File: src/rtl/reg_bus_master_pkg.sv
// reg_bus_master_pkg: FSM states and register map shared by the bus master, its responders and benches.
package reg_bus_master_pkg;

  typedef enum logic [2:0] {S_IDLE, S_SETUP, S_STROBE, S_RECOVER, S_RESP} state_e;

  localparam int A_RAND = 0;
  localparam int A_LED  = 4;

  function automatic int cnt_w(input int a, input int b);
    return $clog2((a > b ? a : b) + 1);
  endfunction

endpackage

File: src/rtl/reg_bus_master.sv
// reg_bus_master: turns a valid/ready command stream into timed register-file strobe cycles.
module reg_bus_master
  import reg_bus_master_pkg::*;
#(
  parameter int WAIT_CYCLES    = 2,
  parameter int RECOVER_CYCLES = 1,
  parameter int ADDR_W         = 24
) (
  input  logic              clk,
  input  logic              rst_n,
  input  logic              cmd_valid,
  output logic              cmd_ready,
  input  logic              cmd_write,
  input  logic [ADDR_W-1:0] cmd_addr,
  input  logic [31:0]       cmd_wdata,
  input  logic [3:0]        cmd_be,
  output logic              rsp_valid,
  input  logic              rsp_ready,
  output logic [31:0]       rsp_rdata,
  output logic              bus_as,
  output logic              bus_rs_n,
  output logic              bus_ws_n,
  output logic [ADDR_W-1:0] bus_address,
  output logic [31:0]       bus_wdata,
  output logic [3:0]        bus_be,
  input  logic [31:0]       bus_rdata
);

  localparam int CW = cnt_w(WAIT_CYCLES, RECOVER_CYCLES);

  state_e            state_q, state_d;
  logic [CW-1:0]     cnt_q, cnt_d;
  logic              wr_q, wr_d, as_q, as_d, rs_n_q, rs_n_d, ws_n_q, ws_n_d;
  logic [ADDR_W-1:0] addr_q, addr_d;
  logic [31:0]       wdata_q, wdata_d, rdata_q, rdata_d;
  logic [3:0]        be_q, be_d;
  logic              accept;

  assign cmd_ready   = state_q == S_IDLE;
  assign rsp_valid   = state_q == S_RESP;
  assign accept      = cmd_valid && cmd_ready;
  assign rsp_rdata   = rdata_q;
  assign bus_as      = as_q;
  assign bus_rs_n    = rs_n_q;
  assign bus_ws_n    = ws_n_q;
  assign bus_address = addr_q;
  assign bus_wdata   = wdata_q;
  assign bus_be      = be_q;

  // One down-counter times both the strobe and the recovery phase.
  always_comb begin
    state_d = state_q;
    cnt_d   = cnt_q;
    case (state_q)
      S_IDLE:    state_d = cmd_valid ? S_SETUP : S_IDLE;
      S_SETUP: begin
        state_d = S_STROBE;
        cnt_d   = CW'(WAIT_CYCLES - 1);
      end
      S_STROBE: begin
        state_d = cnt_q == '0 ? S_RECOVER : S_STROBE;
        cnt_d   = cnt_q == '0 ? CW'(RECOVER_CYCLES - 1) : cnt_q - 1'b1;
      end
      S_RECOVER: begin
        state_d = cnt_q == '0 ? S_RESP : S_RECOVER;
        cnt_d   = cnt_q == '0 ? cnt_q : cnt_q - 1'b1;
      end
      S_RESP:    state_d = rsp_ready ? S_IDLE : S_RESP;
      default:   state_d = S_IDLE;
    endcase
    wr_d    = accept ? cmd_write : wr_q;
    addr_d  = accept ? cmd_addr : addr_q;
    wdata_d = accept ? cmd_wdata : wdata_q;
    be_d    = accept ? cmd_be : be_q;
    as_d    = state_d == S_SETUP || state_d == S_STROBE;
    rs_n_d  = !(state_d == S_STROBE && !wr_d);
    ws_n_d  = !(state_d == S_STROBE && wr_d);
    rdata_d = (state_q == S_STROBE && cnt_q == '0 && !wr_q) ? bus_rdata : rdata_q;
  end

  always_ff @(posedge clk or negedge rst_n) begin
    if (!rst_n) begin
      state_q <= S_IDLE;
      cnt_q   <= '0;
      wr_q    <= 1'b0;
      as_q    <= 1'b0;
      rs_n_q  <= 1'b1;
      ws_n_q  <= 1'b1;
      addr_q  <= '0;
      wdata_q <= '0;
      be_q    <= '0;
      rdata_q <= '0;
    end else begin
      state_q <= state_d;
      cnt_q   <= cnt_d;
      wr_q    <= wr_d;
      as_q    <= as_d;
      rs_n_q  <= rs_n_d;
      ws_n_q  <= ws_n_d;
      addr_q  <= addr_d;
      wdata_q <= wdata_d;
      be_q    <= be_d;
      rdata_q <= rdata_d;
    end
  end

endmodule
File: config.mk
export PLATFORM = sky130hd
export DESIGN_NAME = reg_bus_master
export DESIGN_NICKNAME = d
export VERILOG_FILES = /design/src/rtl/reg_bus_master_pkg.sv /design/src/rtl/reg_bus_master.sv
export SDC_FILE = /design/constraint.sdc
export NUM_CORES = 1
export LEC_CHECK = 0
export ABC_AREA = 1
export CORE_MARGIN = 1.5
export CORE_UTILIZATION = 43
export CTS_BUF_LIST = sky130_fd_sc_hd__clkbuf_16
export DETAILED_ROUTE_END_ITERATION = 12
export PLACE_DENSITY = 0.81
export SLEW_MARGIN = 20
export SYNTH_ARGS = -nofsm -noshare
export SYNTH_HDL_FRONTEND = slang
export SYNTH_SLANG_ARGS = --single-unit
File: constraint.sdc
create_clock -name clk -period 1.5 [get_ports clk]
set_input_delay 0.375 -clock clk [delete_from_list [all_inputs] [get_ports clk]]
set_output_delay 0.375 -clock clk [all_outputs]
set_load 0.02 [all_outputs]
==> results.yml, run 1 <==
run_status:
  outcome: "finished with violations"
  violations: "setup timing"
synthesis:
  synth_most_common_cell: "dfrtp_1"
  synth_seq_area_share: 0.550
  synth-edff-count: 0
  synth_cells: 459
  synthTopCellsByArea: "dfrtp_1 (54%), o21ai_2 (9.7%), nand2_2 (8.3%)"
  mappedNetlistNets: 559
  synth_cell_type_count: 27
  synth.largest_area_cell: "dfrtp_1"
  synth-async-reset-ratio: 1.00
  ys.flop_type: "dfrtp_1"
  netlist_top_cells_count: "dfrtp_1 (99), nand2_1 (83), inv_1 (69), nand2_2 (61), o21ai_2 (51)"
  syn_avg_cell_area_um2: 10.0
  yosysTopAreaCellShare: 0.538
  syn_area_um2: 4600
  yosysWarningCount: 0
  synth_seq_cells: 101
final_layout:
  antenna_cells: 0
  final_nets: 767
  drive_gt1_frac: 0.265
  final_area_um2: 7030
  syn2layout_area_growth_pct: 52.9
global_routing:
  grt_antenna_before_repair: 0
  grt_pass1_wl_um: 17800
  grt_pass1_vias: 3735
  grt_overflow: 0
  grt_max_degree: 47
  grt_usage: 0.197
detailed_routing:
  drt_first_iter_violations: 154
  viasPerCell: 4.59
  wirelength_um: 11000
  ant_nets: 0
  vias: 3705
  routedWlPerCell_um: 13.6
  firstDrtPassIters: 4
  drc: 0
sta:
  fin_hold_ws_ps: 472
  skew_ps: 6.72
  setup_slack_ps: -57.1
  setup_viol: 5
  maxSlewViolCount: 0
  maxSlewHeadroom: 0.708
  timing.fmax_mhz: 642
  worst_pin_slew_ps: 438
  grt_setup_unrepaired: "yes"
  finalHoldViolations: 0
  layout_min_cycle_time_ps: 1560
  period_share: 1.04
hold_path:
  worstHoldStart: "rsp_rdata[21]$_DFFE_PN0P_"
  worstHoldPathType: "reg2reg"
  min_path_cells: 2
cts:
  clk_path_buf_depth: 2
  cts_buffers: 9
  clk_pin_slew_ps: 70
  cts.sinks: 101
  cts_tree: "done"
  clk_latency_ps: 330
  cts_htree_levels: 3
  root_buffer: "clkbuf_16"
floorplanning:
  dieArea_um2: 11300
  io_pins: 194
  coreArea_um2: 10400
  die_w_um: 106
  fp-row-count: 37
  start_util: 0.444
  fp.dieH_um: 106
place:
  hpwl_um: 8170
  dpl_worst_slack_ps: -177
  gp_congestion: 0.781
  placed_area_um2: 6720
  io_buffers: 193
critical_path:
  cp-end-kind: "output pin"
  startpoint_type: "flop"
  crit_type: "reg2out"
  ff2ff_path_depth: 7
  crit_start: "state_q[0]$_DFF_PN0_"
  critPathMaxFanout: 2
  rr_startpoint: "state_q[0]$_DFF_PN0_"
  arrival_ps: 1180
  worst_ep_required_time_ps: 1120
power_and_ir_drop:
  power_leakage_nw: 3.61
  irDropWorstVdd_mv: 1.07
  power-per-cell-area_nw_per_um2: 2080
  finalPower_mw: 14.7
run:
  drv_cap: 0
==> layer usage <==
metal | vias up | share of wire | GRT usage
li1 | 1826 | - | -
met1 | 1721 | 0.43 | 0.254
met2 | 143 | 0.49 | 0.335
met3 | 15 | 0.058 | 0.0313
met4 | 0 | 0.017 | 0.0705
met5 | - | 0 | 0
==> worst paths after layout <==
kind                                             end  slack [ps]
max                                        rsp_valid         -60
min                        rsp_rdata[21]$_DFFE_PN0P_         470
max reg2reg                 rsp_rdata[9]$_DFFE_PN0P_         -10
min reg2reg                rsp_rdata[21]$_DFFE_PN0P_         470
max in group asynchronous         bus_rs_n$_DFF_PN1_         420
min in group asynchronous   bus_wdata[3]$_DFFE_PN0P_         510
==> registers in the layout, summed over array words and instances, names as in the netlist <==
register / count
cnt_q: 2
rsp_rdata: 32
wr_q: 1
state_q: 3
bus_wdata: 32
bus_be: 4
bus_rs_n: 1
bus_as: 1
bus_address: 24
bus_ws_n: 1
==> placed cells by master (no fill, tap or decap), drive strengths merged, types with 3 or more instances in the layout <==
cell           netlist  routed
clkdlybuf4s50        0      95
dlygate4sd2          0      93
inv                 72      74
clkbuf               6      11
nand4                3       3
nor2                 7       7
dfrtp               99      99
nand2              145     145
buf                 18      30
o21ai               95      95
nand3                6       6
ha                   3       3
==> repair_timing <==
| action | in CTS | in global routing |
|---|---|---|
| hold buffers | 1 | 0 |
| hold endpoints to repair | 23 | 0 |
| pin swaps | 1 | 3 |
| setup buffers | 1 | 1 |
| gates cloned | 0 | 3 |
| gates resized for setup | 117 | 27 |
| setup endpoints to repair | 98 | 33 |
==> layout make-up <==
type / count / area, µm²
fill: 829 / 3340
sequential: 101 / 2530
timing repair buffer: 221 / 2170
multi-input combinational: 262 / 1580
inverter: 72 / 270
clock buffer: 9 / 225
tap: 136 / 170
clock inverter: 7 / 83.8
==> critical path, stage by stage, from the launching register on <==
cell and delay, ps:
dfrtp_2 430, buf_12 130, nor2_8 80, nand2_2 60, inv_2 50, buf_6 110
==> metrics by stage <==
stage	instances	util	TNS, ps
after floorplan	459	-	0
after global placement	786	0.648	-2670
after detailed placement	786	0.648	-3290
after CTS	804	0.671	-88.5
after global routing	808	0.678	-1390
final	808	0.678	-77.2
==> report_power, final <==
part	internal (mW)	switching, mW	leakage [nW]	total, mW
logic	3.06	4.31	2.21	7.37
registers	4.05	0.854	1.24	4.90
clock network	1.44	0.949	0.155	2.39
==> kinds of logic (layout without fill, tap and decap cells) <==
logic type	count (synthesis)	after routing	synth area share
adders and majority gates	3	3	0.00816
AOI/OAI and AO/OA	96	96	0.147
buffers and inverters	96	309	0.112
DFF	101	101	0.550
and+or+nand+nor	163	163	0.184
(Power assumes the default switching activity.)
==> run 2, diff against run 1 <==
- GPL_TIMING_DRIVEN: default -> 0
==> results.yml, run 2 (synthesized netlist as in run 1, its figures left out) <==
detailed_routing:
  wirelength_um: 11400
  dr_wl_met3_um: 641
  firstDrtPassIters: 4
  top_layer: "met4"
  drt_first_iter_violations: 144
  wl_met1_um: 4970
  viasPerCell: 4.67
  drc: 0
  wl_met2_um: 5470
  ant_nets: 0
  routedWlPerCell_um: 14.0
  vias: 3814
floorplanning:
  start_util: 0.444
  fp.dieH_um: 106
  fp-row-count: 37
  io_pins: 194
  die_w_um: 106
  coreArea_um2: 10400
  dieArea_um2: 11300
power_and_ir_drop:
  internal-power_mw: 8.34
  finalPower_mw: 14.6
  comb_power_share: 0.521
  switchingPower_mw: 6.25
  seqPwrFrac: 0.331
  irDropWorstVdd_mv: 0.959
  power-per-cell-area_nw_per_um2: 2070
  power_leakage_nw: 3.62
  swShare: 0.428
  clkPwrFrac: 0.148
place:
  gp_congestion: 0.816
  io_buffers: 193
  dpl_worst_slack_ps: -262
  hpwl_um: 8570
final_layout:
  drive_gt1_frac: 0.273
  final_common_cell: "dfrtp_1"
  final_nets: 776
  syn2layout_area_growth_pct: 53.1
  final_cell_mix: "dfrtp_1 (98), clkdlybuf4s50_1 (95), dlygate4sd2_1 (93)"
  n_fill_cell: 855
  antenna_cells: 0
critical_path:
  cp-end-kind: "output pin"
  crit_type: "reg2out"
  startpoint_type: "flop"
  worst_ep_required_time_ps: 1120
  critPathMaxFanout: 3
  arrival_ps: 1170
sta:
  finalHoldViolations: 0
  grt_setup_unrepaired: "yes"
  setup_viol: 2
  period_share: 1.03
  layout_min_cycle_time_ps: 1540
  skew_ps: 10.8
  fin_hold_ws_ps: 480
  worst_pin_slew_ps: 450
  maxSlewHeadroom: 0.700
  setup_slack_ps: -41.9
  timing.fmax_mhz: 649
  maxSlewViolCount: 0
run:
  drv_cap: 0
global_routing:
  grt_overflow: 0
  grt_usage: 0.206
  grt_max_degree: 56
  grt_antenna_before_repair: 0
  grt_pass1_vias: 3884
  grt_pass1_wl_um: 18500
cts:
  root_buffer: "clkbuf_16"
  cts_tree: "done"
  clk_path_buf_depth: 2
  clk_latency_ps: 340
  cts_buffers: 9
  cts_htree_levels: 3
  cts.sinks: 101
  clk_pin_slew_ps: 70
hold_path:
  worstHoldPathType: "reg2reg"
run_status:
  violations: "setup timing"
  outcome: "finished with violations"
-- run 2: layer usage --
| layer | vias up | global-route usage |
|---|---|---|
| met3 | 29 | 0.0429 |
| li1 | 1857 | - |
| met1 | 1771 | 0.262 |
| met4 | 0 | 0.0876 |
| met2 | 157 | 0.341 |
| met5 | - | 0 |
-- run 2: worst paths after layout --
check,startpoint,endpoint,slack (ps),cells past startpoint
min in group asynchronous,rst_n,bus_wdata[0]$_DFFE_PN0P_,530,2
max reg2reg,state_q[0]$_DFF_PN0_,rsp_rdata[7]$_DFFE_PN0P_,20,8
max,state_q[0]$_DFF_PN0_,rsp_valid,-40,5
min,rsp_rdata[28]$_DFFE_PN0P_,rsp_rdata[28]$_DFFE_PN0P_,480,2
min reg2reg,rsp_rdata[28]$_DFFE_PN0P_,rsp_rdata[28]$_DFFE_PN0P_,480,2
max in group asynchronous,rst_n,bus_rs_n$_DFF_PN1_,310,3
-- run 2: cell type report --
cell class	instances	area, µm²	area share
Multi-Input combinational cell	262	1590	0.226
Clock buffer	9	225	0.0320
Tap cell	136	170	0.0242
Inverter	72	270	0.0384
Sequential cell	101	2530	0.359
Buffer	24	277	0.0393
Timing Repair Buffer	206	1930	0.274
Clock inverter	7	48.8	0.00693
-- run 2: critical path, cell delays in order, from the launching register on --
cell	delay, ps
dfrtp_1	380
buf_6	130
nor2_8	100
nand2_2	60
inv_2	50
buf_6	110
-- run 2: repair_timing --
item	in CTS	in global routing
pin swaps	3	4
endpoints found under the hold margin	46	0
cloned	0	2
hold buffers	1	0
setup endpoints to repair	127	34
setup buffers	3	6
gates resized for setup	125	27
-- run 2: power groups by stage --
stage               registers (mW)  clock network [mW]  logic [mW]
floorplan                     6.32                   0        3.12
global placement              4.84                   0        7.90
detailed placement            4.90                   0        8.13
CTS                           4.83                2.20        7.44
global route                  5.02                2.31        8.21
finish                        4.83                2.16        7.60
-- run 2: stage by stage --
| step | setup TNS, ps | instance area (µm²) | util | instances |
|---|---|---|---|---|
| 2_1_floorplan | 0 | 4600 | - | 459 |
| 3_3_place_gp | -375520 | 6700 | 0.646 | 788 |
| 3_5_place_dp | -11240 | 6730 | 0.649 | 789 |
| 4_1_cts | -408 | 6960 | 0.671 | 809 |
| 5_1_grt | -1470 | 7040 | 0.679 | 817 |
| 6_report | -83.6 | 7040 | 0.679 | 817 |
==> patch 1, RTL diff (flow settings as in run 2) <==
Take the reset off `rdata_q` and load it in a clocked block of its own.
--- a/src/rtl/reg_bus_master.sv
+++ b/src/rtl/reg_bus_master.sv
@@ -89,7 +89,6 @@
       addr_q  <= '0;
       wdata_q <= '0;
       be_q    <= '0;
-      rdata_q <= '0;
     end else begin
       state_q <= state_d;
       cnt_q   <= cnt_d;
@@ -100,8 +99,11 @@
       addr_q  <= addr_d;
       wdata_q <= wdata_d;
       be_q    <= be_d;
-      rdata_q <= rdata_d;
     end
   end
 
+  always_ff @(posedge clk) begin
+    rdata_q <= rdata_d;
+  end
+
 endmodule
Check against the original RTL: differs if rst_n is asserted again (counterexample within 10 cycles, from zero or initial values and one cycle with rst_n low); with rst_n held inactive, the same outputs for 10 cycles.
==> patch 1 against run 2 <==
The run still ends with negative setup slack left; non-clock buffer count shrank 12; total power shrank 19%; global-route usage increased by 1.3 points; hold slack better by 0.0057 ns; wire length down 11%; die area is 16% lower; synthesized cell count is 23% lower; sequential share of layout area increased by 7.1 points; area after synthesis shrank 16%; cell area fell by 11%; sequential cell count stayed put; worst setup slack worse by 0.026 ns.
==> patch 1: results (changes against run 2) <==
run_status: "complete, but fails checks"
violations: "negative setup slack"
synth.distinct_cells: 22  # -19%
synth_fp_nets: 454  # -19%
wire_per_inst_um: 14.97  # +7.1%
grt_max_degree: 47  # -16%
antenna_found_initial: 0  # unchanged
nFillCells: 680  # -20%
clock_skew_ns: 0.01207  # +0.001238 ns
num_vias: 3232  # -15%
worst_slew_pin_slew_ns: 0.4576  # +0.007820 ns
max-vdd-ir-drop_v: 0.0009661  # +0.71%
track_usage_pct: 21.90  # +1.3 points
yosysSeqAreaShare_pct: 69.58  # +15 points
synth_edf_count: 32  # +32
cp_slowest_stage_delay_ns: 0.38  # about the same
synthArstFlopShare_pct: 68.32  # -32 points
core_sq_um: 8721  # -16%
netlist_top_cells_count: "nand2_1, inv_1, dfrtp_1"
worstPathArrival_ns: 1.19  # +0.02 ns
worstPathMaxFanout: 6  # +3
drt_iter0_drc: 94  # -35%
synthCells: 354  # -23%
place_ws_ns: -0.4815  # -0.2193 ns
gp_congestion: 0.7282  # -11%
dp.cells: 656  # -17%
p_leak_nw: 3.111  # -14%
layout-drive-gt1-share_pct: 9.756  # -18 points
layout.nets: 669  # -14%
fin_cells: 682  # -17%
grt_pass1_vias: 3319  # -15%
setup_ws_ns: -0.06841  # -0.02650 ns
grt_pass1_wl_mm: 16.35  # -12%
hold_class: "input port to async pin"
synthTopCellsByArea: "dfrtp_1, edfxtp_1, nand2_1"
setup_viol: 34  # +32
hpwl_mm: 7.524  # -12%
## patch 1: report_power, final
group	switching [mW]	total [mW]	internal, mW	leakage [nW]
Sequential	0.499	4.41	3.91	1.14
Combinational	3.09	5.15	2.06	1.82
Clock	0.964	2.24	1.28	0.146
## patch 1: cells by family after synthesis
| group | share of synthesized area [%] |
|---|---|
| compound gates | 8.447 |
| fa+ha+maj | 0.9710 |
| buf+inv | 10.13 |
| flops | 69.58 |
| simple gates | 10.87 |
## patch 1: routing by layer
layer  GRT usage (%)  vias to the layer above  part of all wire (%)
met4           5.824                        0                   1.4
met2           40.21                      139                    53
li1                -                     1543                     -
met5               0                        -                     0
met1           24.62                     1535                    39
met3           6.657                       15                   6.2
## patch 1: final timing paths
check / start / to / slack (ns) / cells after the start
max in group asynchronous: rst_n / bus_ws_n / 0.43 / 3
max: state_q[1] / rsp_valid / -0.07 / 5
max reg2reg: state_q[0] / rsp_rdata[30] / -0.04 / 5
min: rst_n / bus_wdata[9] / 0.49 / 2
min in group clk: bus_wdata[27] / bus_wdata[27] / 0.49 / 2
min reg2reg: bus_wdata[27] / bus_wdata[27] / 0.49 / 2
## patch 1: timing repair
item	in CTS	in global routing
setup buffers	6	2
gates cloned	1	0
hold buffers	1	0
pin swaps	2	1
hold endpoints to repair	23	0
gates resized for setup	112	10
setup endpoints to repair	129	36
## patch 1: metrics by stage
stage	util (%)	TNS (ns)	area, sq um
2_1_floorplan	-	-5.732	3891
3_3_place_gp	68.32	-174.19	5958
3_5_place_dp	68.61	-26.92	5983
4_1_cts	71.39	-0.2609	6226
5_1_grt	71.76	-4.530	6259
6_report	71.76	-0.8258	6259
## patch 1: area by class of cell
type,count,share of cell area (%)
repair buffers,203,30.55
clock buffers,9,3.599
clock inverters,7,0.9996
well taps,108,2.159
inverters,72,4.318
multi-input cells,167,13.31
flip-flops and latches,101,42.98
plain buffers,15,2.079
==> patch 2, RTL diff (config.mk and constraints of run 2) <==
Made on the original files. `WAIT_CYCLES`: 2 -> 4.
--- a/src/rtl/reg_bus_master.sv
+++ b/src/rtl/reg_bus_master.sv
@@ -2,7 +2,7 @@
 module reg_bus_master
   import reg_bus_master_pkg::*;
 #(
-  parameter int WAIT_CYCLES    = 2,
+  parameter int WAIT_CYCLES    = 4,
   parameter int RECOVER_CYCLES = 1,
   parameter int ADDR_W         = 24
 ) (
Behaviour: not the same (Yosys sat finds a counterexample within 10 cycles, from zero or initial values and one cycle with rst_n low).
==> patch 2 against run 2 <==
The flow still finishes with violations (negative setup slack); wire length is 4.9% higher; sequential cell count is 1 higher; worst setup slack improved by 0.014 ns; critical path type unchanged; first-iteration DRC count up 18%; largest power group unchanged; cell area decreased by 2.8%; highest routed layer unchanged; area after synthesis decreased by 8.2%; die area down 8.0%; total power shrank 4.6%.
==> patch 2: results (changes against run 2) <==
antenna_found_initial: 0  # unchanged
holdBufCountCts: 1  # unchanged
nFillCells: 777  # -9.1%
violations: "negative setup slack"
layout.nets: 787  # +1.4%
run_status: "complete, but fails checks"
synth_mux_area_share_pct: 0  # unchanged
r2r_end: "rsp_rdata[4]"
wirelength_mm: 11.98  # +4.9%
timing.hold.ws_ns: 0.4608  # -0.01898 ns
grt_pass1_wl_mm: 18.20  # -1.9%
synth.distinct_cells: 21  # -22%
drt_pass1_iterations: 4  # unchanged
yosysSeqAreaShare_pct: 60.50  # +5.5 points
place_ws_ns: -0.3695  # -0.1072 ns
setup_viol: 2  # unchanged
root_buffer: "clkbuf_16"
grt_max_degree: 84  # +50%
endpoint: "cmd_ready"
track_usage_pct: 22.39  # +1.8 points
post_cts_buffers: 7  # +4
reg2reg_depth: 8  # unchanged
netlist_top_cells_count: "nand2_1, dfrtp_1, inv_1"
cts_resized: 126  # +0.80%
reg2reg_slack_ns: 0.04  # +0.02 ns
synth_fp_nets: 557  # -0.36%
synthAdderAreaFrac_pct: 0.5926  # -0.22 points
synth_edf_count: 0  # unchanged
numCtsBuffers: 9  # unchanged
hpwl_mm: 8.156  # -4.9%
worst_slew_pin_slew_ns: 0.4146  # -0.03513 ns
num_vias: 3828  # +0.37%
drt_iter0_drc: 170  # +18%
synth_compound_area_share_pct: 7.259  # -7.4 points
worstPathMaxFanout: 3  # unchanged
gp_congestion: 0.7809  # -4.2%
synthTopCellsByArea: "dfrtp_1, nand2_1, o21ai_2"
layout-drive-gt1-share_pct: 20.49  # -6.8 points
setup_ws_ns: -0.02823  # +0.01369 ns
synth-xor-area-share_pct: 0  # unchanged
max-vdd-ir-drop_v: 0.001259  # +31%
worstPathArrival_ns: 1.15  # -0.02 ns
timing.rr.start: "cnt_q[0]"
hold_class: "input port to async pin"
p_leak_nw: 3.629  # +0.31%
yosysTopAreaCellShare_pct: 59.26  # +5.4 points
clock_skew_ns: 0.008946  # -0.001886 ns
dpl-instance-area_sq_um: 6345  # -5.7%
clk_latency_ns: 0.33
## patch 2: cell count changes in the layout (fill, tap and decap cells not counted), sizes merged, moves of 2 or more
cell	run 2	this run
nor3	2	0
o21ai	95	35
clkinvlp	1	4
inv	75	48
clkbuf	14	9
nand4	3	5
nor2	7	10
buf	36	46
nand2	145	231
## patch 2: worst max-delay path, cell delays in order, from the launching register on
cell     delay [ns]
dfrtp_2        0.42
inv_2          0.08
nand2_4        0.07
nor2_1         0.10
buf_4          0.15
## patch 2: final cells by class
| cell class | instances | area, sq um | area share (%) |
|---|---|---|---|
| flip-flops and latches | 102 | 2559 | 37.39 |
| repair buffers | 217 | 2023 | 29.56 |
| well taps | 129 | 161.4 | 2.358 |
| multi-input cells | 292 | 1481 | 21.65 |
| clock inverters | 7 | 42.54 | 0.6216 |
| inverters | 48 | 191.4 | 2.797 |
| plain buffers | 18 | 160.2 | 2.340 |
| clock buffers | 9 | 225.2 | 3.291 |
## patch 2: through the flow
stage                     setup TNS (ns)  util, %  cells
after floorplan                        0        -    458
after global placement           -388.45    67.40    780
after detailed placement          -23.24    67.70    781
after CTS                       -0.08695    70.67    808
after global routing             -0.2055    73.03    822
final                           -0.05216    73.03    822
## patch 2: where the power goes
| group | switching [mW] | total (mW) | leakage (nW) | internal, mW |
|---|---|---|---|---|
| sequential | 0.729 | 4.80 | 1.25 | 4.08 |
| combinational | 4.13 | 6.99 | 2.25 | 2.86 |
| clock | 1.02 | 2.13 | 0.124 | 1.11 |
| total | 5.88 | 13.9 | 3.63 | 8.04 |
## patch 2: routing by layer
layer  up-vias  global-route usage [%]  wire, um
li1       1845                       -         -
met2       173                   38.36      6106
met5         -                       0         0
met4         0                   7.587       211
met3        19                   5.814       860
met1      1791                   27.57      4801
